<file path="src/rtl/game_pkg.sv">
// Shared types and constants for the game flow sequencer.
// Latency: n/a (declarations only).
// Backpressure: n/a.
package game_pkg;

  // HUD-visible state encoding; the numeric values are part of the overlay contract.
  typedef enum logic [2:0] {
    ST_IDLE       = 3'd0,
    ST_PLAY       = 3'd1,
    ST_CRASH      = 3'd2,
    ST_LEVEL_DONE = 3'd3,
    ST_GAME_OVER  = 3'd4,
    ST_WIN        = 3'd5
  } state_t;

  localparam int LIVES_W = 2;
  localparam int SCORE_W = 10;
  localparam int LVL_W   = 3;

  // Every point on the level captured; unlocks the second landing pad.
  localparam logic [4:0] ALL_POINTS = 5'b11111;

  // Score saturates here instead of wrapping.
  localparam logic [SCORE_W-1:0] SCORE_MAX = '1;

  // Entry guard length in PLAY cycles while GAME's pipeline flushes after reset.
  localparam logic [1:0] GUARD_CYC = 2'd2;

  // States that freeze GAME and run the dwell timer.
  function automatic logic is_hold(input state_t s);
    return (s == ST_CRASH) || (s == ST_LEVEL_DONE);
  endfunction

endpackage

</file>
<file path="src/rtl/hold_timer.sv">
// Loadable dwell down-counter shared by the CRASH and LEVEL_DONE holds.
// Latency: load at edge N reads HOLD_CYC-1 after N; done is high in the cycle the count reads 0.
// Backpressure: none; a new load restarts the count at any time.
module hold_timer #(
  parameter int HOLD_CYC = 65_000_000
) (
  input  logic clk,
  input  logic rst_n,
  input  logic load,
  output logic busy,
  output logic done
);

  // At least one bit so HOLD_CYC=1 still elaborates.
  localparam int CNT_W = (HOLD_CYC > 1) ? $clog2(HOLD_CYC) : 1;
  localparam logic [CNT_W-1:0] LOAD_VAL = CNT_W'(HOLD_CYC - 1);

  logic [CNT_W-1:0] cnt;

  // Count down from the load value; busy drops after the zero cycle.
  always_ff @(posedge clk or negedge rst_n) begin
    if (!rst_n) begin
      cnt  <= '0;
      busy <= 1'b0;
    end else if (load) begin
      cnt  <= LOAD_VAL;
      busy <= 1'b1;
    end else if (busy) begin
      if (cnt == '0) begin
        busy <= 1'b0;
      end else begin
        cnt <= cnt - CNT_W'(1);
      end
    end
  end

  assign done = busy && (cnt == '0);

endmodule

</file>
<file path="src/rtl/game_flow_ctl.sv">
// Game sequencer: lives, level progression, score and GAME reset control.
// Latency: inputs sampled at edge N update state and all (registered) outputs after edge N.
// Backpressure: none; stale GAME outputs are ignored outside PLAY and during the entry guard.
module game_flow_ctl
  import game_pkg::*;
#(
  parameter int LIVES    = 3,
  parameter int MAX_LVL  = 4,
  parameter int HOLD_CYC = 65_000_000
) (
  input  logic       pclk,
  input  logic       rst,
  input  logic       start,
  input  logic       colission,
  input  logic       captured,
  input  logic [4:0] points,
  input  logic       landed,
  output logic [2:0] lvl,
  output logic       landing_en,
  output logic       game_rst,
  output logic [1:0] lives,
  output logic [9:0] score,
  output logic [2:0] state
);

  state_t state_q;
  state_t state_d;

  logic       start_d;
  logic       captured_d;
  logic [1:0] guard_cnt;

  logic tmr_load;
  logic tmr_busy;
  logic tmr_done;

  logic guard_on;
  logic in_play;
  logic col_ok;
  logic land_ok;
  logic cap_edge;
  logic start_edge;
  logic hold_over;

  hold_timer #(
    .HOLD_CYC (HOLD_CYC)
  ) u_hold_timer (
    .clk   (pclk),
    .rst_n (rst),
    .load  (tmr_load),
    .busy  (tmr_busy),
    .done  (tmr_done)
  );

  assign in_play    = (state_q == ST_PLAY);
  assign guard_on   = (guard_cnt != 2'd0);
  // Collision and landing only count once GAME has flushed its post-reset pipeline.
  assign col_ok     = in_play && colission && !guard_on;
  assign land_ok    = in_play && landed && landing_en && !guard_on;
  assign cap_edge   = captured && !captured_d;
  assign start_edge = start && !start_d;
  // An idle timer inside a hold state can only mean the hold is over; never stall there.
  assign hold_over  = tmr_done || (is_hold(state_q) && !tmr_busy);

  // State register.
  always_ff @(posedge pclk or negedge rst) begin
    if (!rst) begin
      state_q <= ST_IDLE;
    end else begin
      state_q <= state_d;
    end
  end

  // Next-state decode; collision is checked before landing so it wins a tie.
  always_comb begin
    state_d  = state_q;
    tmr_load = 1'b0;
    case (state_q)
      ST_IDLE: begin
        if (start) begin
          state_d = ST_PLAY;
        end
      end
      ST_PLAY: begin
        if (col_ok) begin
          state_d  = ST_CRASH;
          tmr_load = 1'b1;
        end else if (land_ok) begin
          state_d  = ST_LEVEL_DONE;
          tmr_load = 1'b1;
        end
      end
      ST_CRASH: begin
        if (hold_over) begin
          state_d = (lives == '0) ? ST_GAME_OVER : ST_PLAY;
        end
      end
      ST_LEVEL_DONE: begin
        if (hold_over) begin
          state_d = (lvl == LVL_W'(MAX_LVL)) ? ST_WIN : ST_PLAY;
        end
      end
      ST_GAME_OVER, ST_WIN: begin
        if (start_edge) begin
          state_d = ST_IDLE;
        end
      end
      default: begin
        state_d = ST_IDLE;
      end
    endcase
  end

  // GAME is held in reset in every state except PLAY, aligned with the state register.
  always_ff @(posedge pclk or negedge rst) begin
    if (!rst) begin
      game_rst   <= 1'b1;
      landing_en <= 1'b0;
    end else begin
      game_rst   <= (state_d != ST_PLAY);
      landing_en <= (state_d == ST_PLAY) && (points == ALL_POINTS);
    end
  end

  // Lives reload whenever we head to IDLE and drop by one on each crash, floored at 0.
  always_ff @(posedge pclk or negedge rst) begin
    if (!rst) begin
      lives <= LIVES_W'(LIVES);
    end else if (state_d == ST_IDLE) begin
      lives <= LIVES_W'(LIVES);
    end else if (in_play && (state_d == ST_CRASH) && (lives != '0)) begin
      lives <= lives - LIVES_W'(1);
    end
  end

  // Level resets with IDLE and advances only when a level hold hands back to PLAY.
  always_ff @(posedge pclk or negedge rst) begin
    if (!rst) begin
      lvl <= '0;
    end else if (state_d == ST_IDLE) begin
      lvl <= '0;
    end else if ((state_q == ST_LEVEL_DONE) && (state_d == ST_PLAY)) begin
      lvl <= lvl + LVL_W'(1);
    end
  end

  // Score counts capture rising edges in PLAY, saturating; cleared when a new game starts.
  always_ff @(posedge pclk or negedge rst) begin
    if (!rst) begin
      score <= '0;
    end else if ((state_q == ST_IDLE) && (state_d == ST_PLAY)) begin
      score <= '0;
    end else if (in_play && cap_edge && (score != SCORE_MAX)) begin
      score <= score + SCORE_W'(1);
    end
  end

  // Entry guard: armed on every PLAY entry, runs down during the first PLAY cycles.
  always_ff @(posedge pclk or negedge rst) begin
    if (!rst) begin
      guard_cnt <= 2'd0;
    end else if ((state_d == ST_PLAY) && !in_play) begin
      guard_cnt <= GUARD_CYC;
    end else if (in_play && guard_on) begin
      guard_cnt <= guard_cnt - 2'd1;
    end
  end

  // Edge-detect history tracks the inputs continuously so stale levels never look like new edges.
  always_ff @(posedge pclk or negedge rst) begin
    if (!rst) begin
      start_d    <= 1'b0;
      captured_d <= 1'b0;
    end else begin
      start_d    <= start;
      captured_d <= captured;
    end
  end

  assign state = state_q;

endmodule

</file>
<file path="config.mk">
export PLATFORM = sky130hd
export DESIGN_NAME = game_flow_ctl
export DESIGN_NICKNAME = d
export VERILOG_FILES = /design/src/rtl/game_pkg.sv /design/src/rtl/hold_timer.sv /design/src/rtl/game_flow_ctl.sv
export SDC_FILE = /design/constraint.sdc
export NUM_CORES = 1
export LEC_CHECK = 0
export ABC_AREA = 1
export BUFFER_PORTS_ARGS = -buffer_cell sky130_fd_sc_hd__buf_2
export CAP_MARGIN = 20
export CORE_MARGIN = 8
export CORE_UTILIZATION = 50
export CTS_CLUSTER_DIAMETER = 150
export DETAILED_ROUTE_END_ITERATION = 10
export GPL_TIMING_DRIVEN = 0
export PLACE_DENSITY = 0.69
export SLEW_MARGIN = 40
export SYNTH_ARGS = -nofsm -noshare
export SYNTH_HDL_FRONTEND = slang
export SYNTH_SLANG_ARGS = --single-unit
</file>
<file path="constraint.sdc">
create_clock -name pclk -period 2.2 [get_ports pclk]
set_clock_uncertainty 0.05 [all_clocks]
set_input_delay 0.11 -clock pclk [delete_from_list [all_inputs] [get_ports pclk]]
set_output_delay 0.11 -clock pclk [all_outputs]
set_load 0.01 [all_outputs]
</file>
After elaboration in Yosys (flattened, before gate mapping). Index checks and enable logic that the tools add are counted.

Flip-flop bits (word level): 51. Latch bits: 0. RAM bits: 0. Bits in read-only memories: 0. Logic and storage cells: 92. Memories kept: 0.

Add/subtract/negate cells: 5. Multipliers: 0. Divide/modulo/power cells: 0. $lt $le $gt $ge: 0. Eq/ne operators: 12. Shifts and indexed selects: 0. Multiplexer cells: 26. Bitwise gates (word level): 0. Reduce and logical (&&, ||, !) cells: 38.

Operator list (number): $mux W26 (3); $mux W3 (10); $logic_not A26 Y1 (1); $sub A26 B1 Y26 const B (1); $mux W10 (2); $logic_and A1 B1 Y1 (18); $pmux W3 S5 (1); $reduce_bool A2 Y1 (7); $add A10 B1 Y10 const B (1); $ne A10 B10 Y1 const B (1); $eq A3 B2 Y1 const B (3); $eq A3 B3 Y1 const B (3); $mux W2 (4); $eq A3 B1 Y1 const B (2); $logic_not A3 Y1 (2); $mux W1 (6); $eq A5 B5 Y1 const B (1); $logic_not A1 Y1 (5); $sub A2 B1 Y2 const B (2); $add A3 B1 Y3 const B (1); $ne A3 B1 Y1 const B (1); $logic_not A2 Y1 (1); $logic_or A1 B1 Y1 (2); $ne A2 B2 Y1 const B (1); 2 further kinds (2).

Logic depth before layout (Yosys ltp). Gate-level depths: netlist (run 1).

Depth in word-level cells: 12. Mapped depth: 17. Mapped depth without buffers: 16.

Hierarchy. Synthesis (run 1) repeated with hierarchy kept, for this count alone.

Cells, all modules: 469. Area total of the unflattened synthesis: 3363.2 um^2.

Modules (own cells, without submodules): hold_timer (times used 1, cells an instance 284, area an instance 1836.8 um^2); game_flow_ctl (times used 1, cells an instance 185, area an instance 1526.5 um^2).

Least setup slack after synthesis (run 1). OpenSTA, ideal clock, no wires.

Kind: reg-to-reg. Start: register u_hold_timer.cnt[0]. End: register lvl[0]. Library setup time: 0.117 ns. Arrival time: 1.689 ns. Required time: 2.033 ns. Setup slack: 0.345 ns. Cell stages (with the launch flop): 15. Clock period less this slack: 1.855 ns. Cell sequence: dfrtp_1 > inv_1 > ha_1 > inv_1 > nor2_1 > nand3_1 > nor2_1 > nand3_2 > nand2_4 > buf_6 > nand4_2 > a21oi_4 > nand3_2 > nand3_1 > nand2_1.

Longest elaborated chain between the ends: 8.

Ends and longest elaborated chain: from (decl) (line hold_timer.sv:18) `logic [CNT_W-1:0] cnt;`; from (signal assigned) (line hold_timer.sv:32) `cnt <= cnt - CNT_W'(1);`; $logic_not A26 Y1 (*) (line hold_timer.sv:37) `assign done = busy && (cnt == '0);`; $logic_and A1 B1 Y1 (*) (line hold_timer.sv:37); $logic_or A1 B1 Y1 (*) (line game_flow_ctl.sv:63) `assign hold_over = tmr_done || (is_hold(state_q) && !tmr_busy);`; $mux W3, on equally long branches (line game_flow_ctl.sv:99, game_flow_ctl.sv:94); $pmux W3 S5 (*) (line game_flow_ctl.sv:78) `case (state_q)`; $eq A3 B1 Y1 (line game_flow_ctl.sv:142) `end else if ((state_q == ST_LEVEL_DONE) && (state_d == ST_PLAY)) begin`; $logic_and A1 B1 Y1 (line game_flow_ctl.sv:142); $reduce_bool A2 Y1 (no line); to (signal assigned) (line game_flow_ctl.sv:143) `lvl <= lvl + LVL_W'(1);`; to (decl) (line game_flow_ctl.sv:18) `output logic [2:0] lvl,`.

Mark *: on every way between the ends. The rest lies on a longest branch, timed or not. A chain may end at the register's enable or synchronous reset.

Final worst setup path (run 1).
Start: register state_q[2], in the netlist state[2]. End: register u_hold_timer.cnt[13].

Longest elaborated chain between the ends: 9.

Ends and longest elaborated chain: from (decl) (line game_flow_ctl.sv:26) `state_t state_q;`; from (signal assigned) (line game_flow_ctl.sv:70) `state_q <= state_d;`; $eq A3 B1 Y1 (*) (line game_flow_ctl.sv:55, game_flow_ctl.sv:78); $logic_and A1 B1 Y1 (3 in a row) (line game_flow_ctl.sv:59) `assign land_ok = in_play && landed && landing_en && !guard_on;`; $mux W1 (line game_flow_ctl.sv:88) `end else if (land_ok) begin`; $mux W1 (line game_flow_ctl.sv:85) `if (col_ok) begin`; $mux W1 (*) (line game_flow_ctl.sv:78); $ne A2 B2 Y1 (no line) or $reduce_bool A2 Y1 (tied branches); $reduce_and A2 Y1 (no line).

Marks and branches as above.

==> summary.md, run 1 <==
| Metric | Value |
|---|---|
| Post-route ant nets | `0` |
| Inserted Clock Buffers | `5` |
| Final TNS setup | `0 ns` |
| Tot Pwr | `roughly 3500 µW` |
| CTS sink cnt | `51` |
| Buf/Inv on CP | `3` |
| Worst reg2reg path endpoint | `u_hold_timer.cnt[13]` |
| Root Driver | `clkbuf_8` |
| HP Class | `in -> reg` |
| Power Density | `about 1000 nW/µm²` |
| Period minus WS final | `slightly above 2 ns` |
| CTS tree | `done` |
| Number of fillers in the final layout | `roughly 530` |
| CTS H-tree depth | `2` |
| Largest family of logic cells by synthesized area | `simple AND/OR/NAND/NOR gates` |
| Max Fclk | `slightly below 500 MHz` |
| Crit end category | `flop` |
| Drt via density | `about 5.1` |
| Via count | `approximately 2.6k` |
| Final Slew Violations | `0` |
| Hold Crit Start | `colission` |
| Ys async rst share | `100%` |
| Ratio of cells with drive above 1 in the final layout | `a little under a fifth` |
| CP startpoint kind | `flop` |
| Clock transition at the registers of the reported paths | `around 0.10 ns` |
| Antenna violations before repair | `0` |
| Reg-to-Reg Start | `state[2]` |
| WP data required | `2.36 ns` |
| Post-synth EDFFs | `0` |
| Mapped Area | `approximately 3000 µm²` |
| Synth Area in Compound Gates | `roughly an eighth` |
| Yosys warnings | `0` |
| Fin. Hold Viols | `0` |
| Ports | `31` |
| Hpwl dp | `just under 5 mm` |
| Fin crit share | `92.8%` |
| Largest net degree at the start of global routing | `52` |
| Max stage delay on crit path | `0.47 ns` |
| # DRC | `0` |
| Final weighted congestion in routability-driven placement | `0.890` |
| Setup-failing EPs final | `0` |
| Total wire length | `6.69 mm` |
| Seq/Total Area, Yosys | `around 43%` |
| Starting Density | `between 50% and 60%` |
| Worst Path Arrival | `approximately 2.2 ns` |
| Overflow after GRT | `0` |
| Syn Nets | `408` |
| Layout area overhead | `16.6%` |
| Leading cell type in the layout, fill and taps excluded | `nand2_1` |
| Multiplexer share of the synthesized area | `0%` |
| Hold EP | `lives[0]` |
| DRT Pass-1 Iters | `4` |
| Die height | `93.4 µm` |
| Leak | `between 0.0015 and 0.002 µW` |
| FF+latch count, synth | `just over 50` |
| Worst-Margin Slew | `0.644 ns` |
| Avg Cell Area, Syn | `approximately 7.7 µm²` |
| Worst skew pair latency | `about 0.31 ns` |
| PnR worst setup slack | `0.159 ns` |
| Nets | `457` |
| Setup slack, reg-to-reg | `0.16 ns` |
| Number of global-route vias before repair | `approximately 2.6k` |
| Die Area | `approximately 8700 µm²` |
| Global Route Usage Sum | `between 10% and 20%` |
| Max Cap Viol | `0` |
| Most frequent cells in the layout | `nand2_1, inv_1, nor2_1` |
| Worst reg2reg path depth | `9` |
| Simple-Gate Fraction of Synth Area | `a little under a third` |
| Worst Hold Depth | `4` |
| Xor/xnor share of the synthesized area | `2.93%` |
| Drt wl/cell | `13.0 µm` |
| Top delay family on crit path | `buffers and inverters` |
| Synth Instances | `390` |
| 1st-iter DRT viols | `about 120` |
| Die width | `between 90 and 100 µm` |
| Prevailing post-synth register cell | `dfrtp_1` |
| Critical path class | `reg -> reg` |
| IR drop worst, VDD | `548 µV` |
| Synth cell types | `37` |
| Port Buf Inserts | `30` |
| Core footprint | `5850 µm²` |
| CP max stage cell | `dfrtp_2` |
| Site row count | `28` |
| Clock buffer depth | `2` |
| Status | `finished clean` |
| Dpl ws | `0.0191 ns` |
| Cell Chain, Critical Path | `nor2_4 > nand2_1 > nor2_1 > o21ai_1 > buf_2 > inv_1 > buf_4 > a21oi_1 > o21a_1` |
| N_diodes | `0` |
| Adder-cell share of the synthesized area | `slightly below 3%` |
| Slew Limit Headroom | `between 50% and 60%` |
| First-pass GRT wire length | `between 10 and 15 mm` |
| Crit path max fanout | `10` |
| Final Core Density | `59.7%` |
==> cells in the mapped netlist (4+ instances only) <==
master   instances  area share [%]
inv_2            4            0.50
o21a_1           4             1.0
nor3_1          13             2.2
ha_1             7             2.9
o21ai_0         29             4.8
o21ai_1          5            0.84
nand2_2          9             1.9
a21oi_1         15             2.5
nand2_1         65             8.1
nand3_2          4             1.3
xor2_1           9             2.6
dfrtp_1         48              40
inv_1           60             7.5
nor2_1          56             7.0
nand3_1         22             3.7
nand4_1          5             1.0
==> final cells by class <==
| class | count | area [µm²] | share of cell area, % |
|---|---|---|---|
| multi-input combinational | 271 | 1490 | 42.7 |
| clock buffer | 5 | 68.8 | 1.97 |
| sequential | 51 | 1280 | 36.7 |
| clock inverter | 3 | 23.8 | 0.681 |
| timing repair buffer | 42 | 260 | 7.46 |
| inverter | 64 | 240 | 6.88 |
| buffer | 4 | 31.3 | 0.896 |
| tap | 75 | 93.8 | 2.69 |
==> sequential cells by signal, indices dropped and copies added (netlist names) <==
name               flops
start_d                1
score                 10
u_hold_timer.cnt      26
guard_cnt              2
lvl                    3
captured_d             1
state                  3
landing_en             1
game_rst               1
lives                  2
u_hold_timer.busy      1
==> kinds of logic (layout without fill, tap and decap cells) <==
kind of cell / Yosys count / after routing
compound gates: 63 / 63
fa+ha+maj: 7 / 7
flops: 51 / 51
simple gates: 191 / 191
buf+inv: 68 / 118
xor+xnor: 10 / 10
==> worst max path at each step <==
stage | cells after the start | slack [ns] | end | startpoint
after floorplan | 14 | 0.34 | lvl[0] | u_hold_timer.cnt[0]
after global placement | 9 | 0.07 | u_hold_timer.cnt[13] | state[2]
after detailed placement | 9 | 0.02 | u_hold_timer.cnt[0] | state[2]
after CTS | 17 | 0.06 | lives[0] | u_hold_timer.cnt[0]
after global routing | 17 | -0.03 | lvl[0] | u_hold_timer.cnt[1]
final | 9 | 0.16 | u_hold_timer.cnt[13] | state[2]
==> layer usage <==
layer / share of wire [%] / track usage, % / vias to the layer above
met5: 0 / 0 / -
met4: 1.7 / 5.64 / 0
met3: 2.5 / 3.04 / 11
met2: 50 / 27.9 / 29
met1: 46 / 20.3 / 1230
li1: - / - / 1349
==> repair_timing <==
item / in CTS / in global routing
hold endpoints to repair: 51 / 0
setup endpoints to repair: 1 / 20
resized for setup: 1 / 12
buffers inserted: 0 / 5
pin swaps: 0 / 6
hold buffers: 7 / 0
==> worst min-delay path, delay by kind of cell <==
kind            cells  cell delay, ns
buf+inv             1            0.11
simple gates        2            0.18
compound gates      1            0.07
==> report_power, final <==
| part | switching (µW) | total, µW | internal, µW |
|---|---|---|---|
| Clock | 343 | 572 | 228 |
| Sequential | 259 | 1500 | 1240 |
| Combinational | 863 | 1390 | 524 |
==> metrics by stage <==
step | instance area, µm² | std cells | hold slack, ns
final | 3490 | 515 | 0.121
after detailed placement | 3240 | 495 | 0.132
after global placement | 3240 | 495 | 0.184
after floorplan | 2990 | 390 | -0.236
after global routing | 3490 | 515 | 0.154
after CTS | 3410 | 510 | 0.110
No activity file was read; power rests on OpenSTA's default activity.
==> inputs of run 2 (changes only) <==
--- a/config.mk
+++ b/config.mk
@@ -5,7 +5,6 @@
 export SDC_FILE = /design/constraint.sdc
 export NUM_CORES = 1
 export LEC_CHECK = 0
-export ABC_AREA = 1
 export BUFFER_PORTS_ARGS = -buffer_cell sky130_fd_sc_hd__buf_2
 export CAP_MARGIN = 20
 export CORE_MARGIN = 8
@@ -13,7 +12,7 @@
 export CTS_CLUSTER_DIAMETER = 150
 export DETAILED_ROUTE_END_ITERATION = 10
 export GPL_TIMING_DRIVEN = 0
-export PLACE_DENSITY = 0.69
+export PLACE_DENSITY = 0.7
 export SLEW_MARGIN = 40
 export SYNTH_ARGS = -nofsm -noshare
 export SYNTH_HDL_FRONTEND = slang
==> run 2 against run 1 <==
The flow now finishes with violations (negative setup slack); die area fell by 3.2%; total power grew 13%; worst hold slack worse by 0.10 ns; design area up 15%; via count increased by 4.4%; final cell count down 14%; register-to-register slack worse by 0.43 ns; synthesized cell count shrank 23%; combinational power is 27% higher; highest routed layer unchanged.
==> summary.md, run 2 <==
| Metric | Value |
|---|---|
| Non-Filler Instances | `about 440` |
| Leading cell type in the layout, fill and taps excluded | `dfrtp_1` |
| Setup slack, reg-to-reg | `-0.27 ns` |
| IR drop worst, VDD | `575 µV` |
| Mapped Area | `around 2900 µm²` |
| Leak | `between 0.0015 and 0.002 µW` |
| Die height | `about 92 µm` |
| Dpl cells | `roughly 400` |
| WP data required | `2.40 ns` |
| Crit end category | `flop` |
| Most flops, register | `u_hold_timer.cnt` |
| Setup-failing EPs final | `30` |
| Prevailing post-synth register cell | `dfrtp_1` |
| Fin crit share | `112%` |
| HP Class | `in -> reg` |
| Final Slew Violations | `0` |
| Nets | `between 300 and 400` |
| Dpl ws | `-0.486 ns` |
| Inserted Clock Buffers | `5` |
| Die width | `around 92 µm` |
| DRT Pass-1 Iters | `5` |
| Number of fillers in the final layout | `around 390` |
| Worst-Margin Slew | `between 0.6 and 0.7 ns` |
| Max Cap Viol | `0` |
| Buf/Inv on CP | `0` |
| Ratio of cells with drive above 1 in the final layout | `approximately 41%` |
| Most common library cells after synthesis | `dfrtp_1, nand3_1, nor2_1` |
| Largest registers | `u_hold_timer.cnt (26), score (10)` |
| Max stage delay on crit path | `0.56 ns` |
| Max reg flops | `26` |
| Max Fclk | `approximately 400 MHz` |
| Crit path from | `u_hold_timer.cnt[1]` |
| PnR worst setup slack | `-0.275 ns` |
| FF+latch count, synth | `just over 50` |
| Synth cell types | `59` |
| Worst Hold Depth | `2` |
| Global Route Usage Sum | `between 10% and 20%` |
| N_diodes | `0` |
| Reg-to-Reg Start | `u_hold_timer.cnt[1]` |
| Antenna violations before repair | `0` |
| Drt wl/cell | `between 15 and 20 µm` |
| Site row count | `27` |
| Ys async rst share | `between 90% and 100%` |
| Power Density | `~980 nW/µm²` |
| Worst reg2reg path depth | `5` |
| Overflow after GRT | `0` |
| Post-synth EDFFs | `0` |
| Clock transition at the registers of the reported paths | `0.10 ns` |
| Top delay family on crit path | `simple AND/OR/NAND/NOR gates` |
| Status | `finished with violations` |
| Crit path max fanout | `5` |
| CTS H-tree depth | `2` |
| Die Area | `roughly 8400 µm²` |
| Port Buf Inserts | `30` |
| Clock buffer depth | `2` |
| Worst reg2reg path endpoint | `u_hold_timer.cnt[15]` |
| Slew Limit Headroom | `between 50 and 60%` |
| Hold Crit Start | `points[4]` |
| Yosys top cell by area | `dfrtp_1` |
| Yosys top cell area share | `41.7%` |
| Worst hold slack | `between 0.015 and 0.02 ns` |
| Ports | `31` |
| Post-route ant nets | `0` |
| RSZ-0062 raised after global routing | `yes` |
| Period minus WS final | `around 2.5 ns` |
| Most frequent cells in the layout | `dfrtp_1, buf_2, buf_4` |
| Worst Path Arrival | `between 2 and 3 ns` |
| Worst skew pair latency | `between 0.3 and 0.4 ns` |
| CTS sink cnt | `51` |
| Hold EP | `landing_en` |
| Number of global-route vias before repair | `~2.5k` |
| Drt via density | `between 6 and 7` |
| Critical path class | `reg -> reg` |
| # DRC | `0` |
| CP max stage cell | `or4_4` |
| Fin. Hold Viols | `0` |
| CTS tree | `done` |
| Via count | `approximately 2.7k` |
| Layout area overhead | `39.2%` |
| Largest net degree at the start of global routing | `52` |
| Total wire length | `8.25 mm` |
| Starting Density | `between 50% and 60%` |
| Cell Chain, Critical Path | `or4_4 > or3b_4 > or3_4 > or4_1 > nand3_1` |
| 1st-iter DRT viols | `281` |
| Top post-synthesis cells by area | `dfrtp_1, nand3_1, o31ai_1` |
| Most common cell in the netlist | `dfrtp_1` |
| Root Driver | `clkbuf_8` |
| Final weighted congestion in routability-driven placement | `0.816` |
| CP startpoint kind | `flop` |
| Synth Instances | `300` |
| Hpwl dp | `approximately 4.6 mm` |
| First-pass GRT wire length | `approximately 12 mm` |
| Seq/Total Area, Yosys | `between 40% and 50%` |
| Core footprint | `~5500 µm²` |
| Yosys warnings | `0` |
| Syn Nets | `318` |
| Avg Cell Area, Syn | `between 9 and 10 µm²` |
| Failing checks | `negative setup slack` |
## run 2: worst max-delay path by stage
| stage | to | slack (ns) | cells past startpoint |
|---|---|---|---|
| final | u_hold_timer.cnt[15] | -0.27 | 5 |
| after detailed placement | lvl[1] | -0.49 | 7 |
| after global placement | lvl[1] | -0.49 | 7 |
| after CTS | u_hold_timer.cnt[11] | -0.24 | 5 |
| after global routing | u_hold_timer.cnt[11] | -0.32 | 6 |
| after floorplan | u_hold_timer.cnt[17] | -0.12 | 6 |
## run 2: power by group
| group | internal, µW | leakage [µW] | total (µW) | switching [µW] |
|---|---|---|---|---|
| combinational | 809 | 0.00103 | 1770 | 960 |
| sequential | 1220 | 0.000587 | 1500 | 283 |
| clock | 341 | 0.0000524 | 653 | 312 |
## run 2: what timing repair did
item                                    in CTS  in global routing
buffers inserted                            19                 12
pin swaps                                   22                 25
resized for setup                           49                 55
hold buffers                                 3                  0
hold endpoints to repair                    50                  0
endpoints found under the setup margin      46                 43
cloned                                       1                  1
## run 2: per-stage QoR
step | cell area, µm² | power [µW] | setup TNS (ns) | utilization (%)
after detailed placement | 3140 | 2690 | -10.56 | 56.7
after global routing | 4010 | 4130 | -4.85 | 72.4
after CTS | 3670 | 3600 | -2.66 | 66.2
after global placement | 3140 | 2640 | -9.66 | 56.7
after floorplan | 2900 | 2330 | -0.626 | -
final | 4010 | 3920 | -3.48 | 72.4
## run 2: layout make-up
type	count	area, µm²	share of cell area [%]
Multi-Input combinational cell	219	1870	46.8
Sequential cell	51	1280	32.0
Timing Repair Buffer	65	507	12.6
Buffer	13	101	2.53
Tap cell	72	90.1	2.25
Clock buffer	7	76.3	1.90
Inverter	13	48.8	1.22
Clock inverter	1	30.0	0.749
## run 2: metal layers
| metal | share of wire, % | track usage, % | vias to the layer above |
|---|---|---|---|
| met5 | 0 | 0 | - |
| met4 | 3.0 | 6.71 | 0 |
| met3 | 6.1 | 3.75 | 32 |
| met2 | 49 | 27.7 | 114 |
| met1 | 42 | 22.9 | 1340 |
| li1 | - | - | 1249 |
## run 2: kinds of logic after synthesis
group,count (synthesis),synth area share (%)
AND/OR/NAND/NOR,135,27.6
flip-flops,51,44.4
XOR/XNOR,11,3.35
adder cells (fa/ha/maj),7,3.04
AO/OA/AOI/OAI,61,15.1
buffers and inverters,30,4.69
multiplexers,5,1.74
==> inputs of run 3 (changes only) <==
--- a/config.mk
+++ b/config.mk
@@ -17,3 +17,4 @@
 export SYNTH_ARGS = -nofsm -noshare
 export SYNTH_HDL_FRONTEND = slang
 export SYNTH_SLANG_ARGS = --single-unit
+export TNS_END_PERCENT = 30
==> run 3 against run 2 <==
The run ends with negative hold slack, negative setup slack left; total power shrank 7.7%; design area shrank 8.4%; combinational power shrank 19%; sequential share of layout area grew 2.9 points.
==> summary.md, run 3 (synthesis gave the netlist of run 2 again) <==
| Metric | Value |
|---|---|
| Layout area overhead | `27.5%` |
| CP max stage cell | `or4_4` |
| Cell Chain, Critical Path | `or4_4 > or3b_4 > a311o_1 > or4_1 > a21oi_1` |
| Reg-to-Reg Start | `u_hold_timer.cnt[0]` |
| Drt wl/cell | `16.9 µm` |
| Status | `finished with violations` |
| Core footprint | `between 5000 and 6000 µm²` |
| Nets | `about 380` |
| HP Class | `in -> reg` |
| Final weighted congestion in routability-driven placement | `~0.84` |
| Cell Area, Placed | `3120 µm²` |
| Antenna violations before repair | `0` |
| Area of the multi-input gates | `1680 µm²` |
| Setup-failing EPs final | `25` |
| Inserted Clock Buffers | `5` |
| Port Buf Inserts | `30` |
| Overflow after GRT | `0` |
| Die width | `about 92 µm` |
| Storage element area | `about 1300 µm²` |
| Clock buffer depth | `2` |
| Worst reg2reg path depth | `5` |
| Fin. Hold Viols | `1` |
| Max reg flops | `26` |
| Worst reg2reg path endpoint | `u_hold_timer.cnt[11]` |
| Number of fillers in the final layout | `between 400 and 500` |
| Number of global-route vias before repair | `about 2.5k` |
| Post-route ant nets | `0` |
| PnR worst setup slack | `-0.215 ns` |
| Tot Pwr | `approximately 3600 µW` |
| Crit end category | `flop` |
| CP Capture Point | `u_hold_timer.cnt[11]` |
| 1st-iter DRT viols | `~140` |
| Site row count | `27` |
| Die Area | `8450 µm²` |
| Final TNS setup | `-2.00 ns` |
| WP data required | `between 2 and 2.5 ns` |
| CTS tree | `done` |
| Crit path max fanout | `5` |
| Final Slew Violations | `0` |
| Total wire length | `between 7 and 8 mm` |
| CTS H-tree depth | `2` |
| Fin area | `about 3700 µm²` |
| Ports | `31` |
| Setup slack, reg-to-reg | `-0.21 ns` |
| Dpl cells | `around 400` |
| Slew Limit Headroom | `a little under three fifths` |
| Clock transition at the registers of the reported paths | `approximately 0.10 ns` |
| Failing checks | `negative hold slack, negative setup slack` |
| Die height | `between 90 and 100 µm` |
| Critical path class | `reg -> reg` |
| Non-Filler Instances | `roughly 430` |
| Root Driver | `clkbuf_8` |
| Worst-Margin Slew | `between 0.6 and 0.7 ns` |
| N_diodes | `0` |
| Drt via density | `a little over 6` |
| Max Fclk | `about 410 MHz` |
| Worst hold slack | `-0.00582 ns` |
| Period minus WS final | `~2.4 ns` |
| Via count | `~2.6k` |
| Max Cap Viol | `0` |
| Ratio of cells with drive above 1 in the final layout | `about a third` |
| Power Density | `around 990 nW/µm²` |
| CTS sink cnt | `between 50 and 60` |
| Hpwl dp | `between 4 and 5 mm` |
| RSZ-0062 raised after global routing | `yes` |
| Most flops, register | `u_hold_timer.cnt` |
| # DRC | `0` |
| Starting Density | `slightly above 50%` |
| IR drop worst, VDD | `around 510 µV` |
| Largest net degree at the start of global routing | `52` |
| Crit path from | `u_hold_timer.cnt[0]` |
| CP startpoint kind | `flop` |
| Largest registers | `u_hold_timer.cnt (26), score (10)` |
| Leak | `~0.0015 µW` |
| Worst skew pair latency | `about 0.32 ns` |
| Leading cell type in the layout, fill and taps excluded | `dfrtp_1` |
| Global Route Usage Sum | `between 10% and 20%` |
| Worst Path Arrival | `roughly 2.6 ns` |
| Fin crit share | `110%` |
| Max stage delay on crit path | `0.56 ns` |
| DRT Pass-1 Iters | `4` |
| First-pass GRT wire length | `11.7 mm` |
| Final Core Density | `66.3%` |
| Most frequent cells in the layout | `dfrtp_1, buf_2, buf_4` |
-- run 3: changes by cell type in the layout (fill, tap and decap cells not counted), sizes merged --
cell,before,now
buf,65,57
clkinv,0,2
clkbuf,17,13
-- run 3: worst min path at each step --
stage	start	end	slack, ns	cells after the start
global route	points[4]	landing_en	0.007	2
detailed placement	rst	u_hold_timer.cnt[8]	0.14	1
global placement	captured	captured_d	0.19	1
CTS	points[4]	landing_en	0.001	2
floorplan	rst	captured_d	-0.24	0
finish	points[4]	landing_en	-0.006	2
-- run 3: timing repair --
item / CTS / global route
setup buffers: 9 / 13
endpoints found under the setup margin: 47 / 40
gates cloned: 1 / 0
pin swaps: 7 / 5
gates resized for setup: 36 / 23
hold buffers: 3 / 0
hold endpoints to repair: 50 / 0
-- run 3: per-stage QoR --
step / hold slack, ns / worst slack (ns)
2_1_floorplan: -0.236 / -0.123
3_3_place_gp: 0.188 / -0.489
3_5_place_dp: 0.137 / -0.460
4_1_cts: 0.00114 / -0.204
5_1_grt: 0.00729 / -0.293
6_report: -0.00582 / -0.215
-- run 3: critical path, delay by kind of cell (launching register included) --
kind	cells	cell delay [ns]
AND/OR/NAND/NOR	3	1.39
AO/OA/AOI/OAI	2	0.50
flip-flops	1	0.42
-- run 3: power breakdown --
part           internal, µW  switching (µW)
clock                   339             339
combinational           670             771
sequential             1220             284
total                  2230            1390
-- run 3: metal layers --
layer | GRT usage [%] | vias up | part of all wire (%)
li1 | - | 1234 | -
met1 | 20.9 | 1318 | 44
met2 | 27.7 | 56 | 51
met3 | 3.34 | 7 | 3.4
met4 | 3.89 | 0 | 0.95
met5 | 0 | - | 0
-- run 3: cell type report --
type / count / share of cell area [%]
multi-input combinational: 219 / 45.8
clock inverter: 3 / 1.19
inverter: 13 / 1.33
timing repair buffer: 56 / 10.1
tap: 72 / 2.45
buffer: 12 / 2.39
sequential: 51 / 34.9
clock buffer: 5 / 1.87
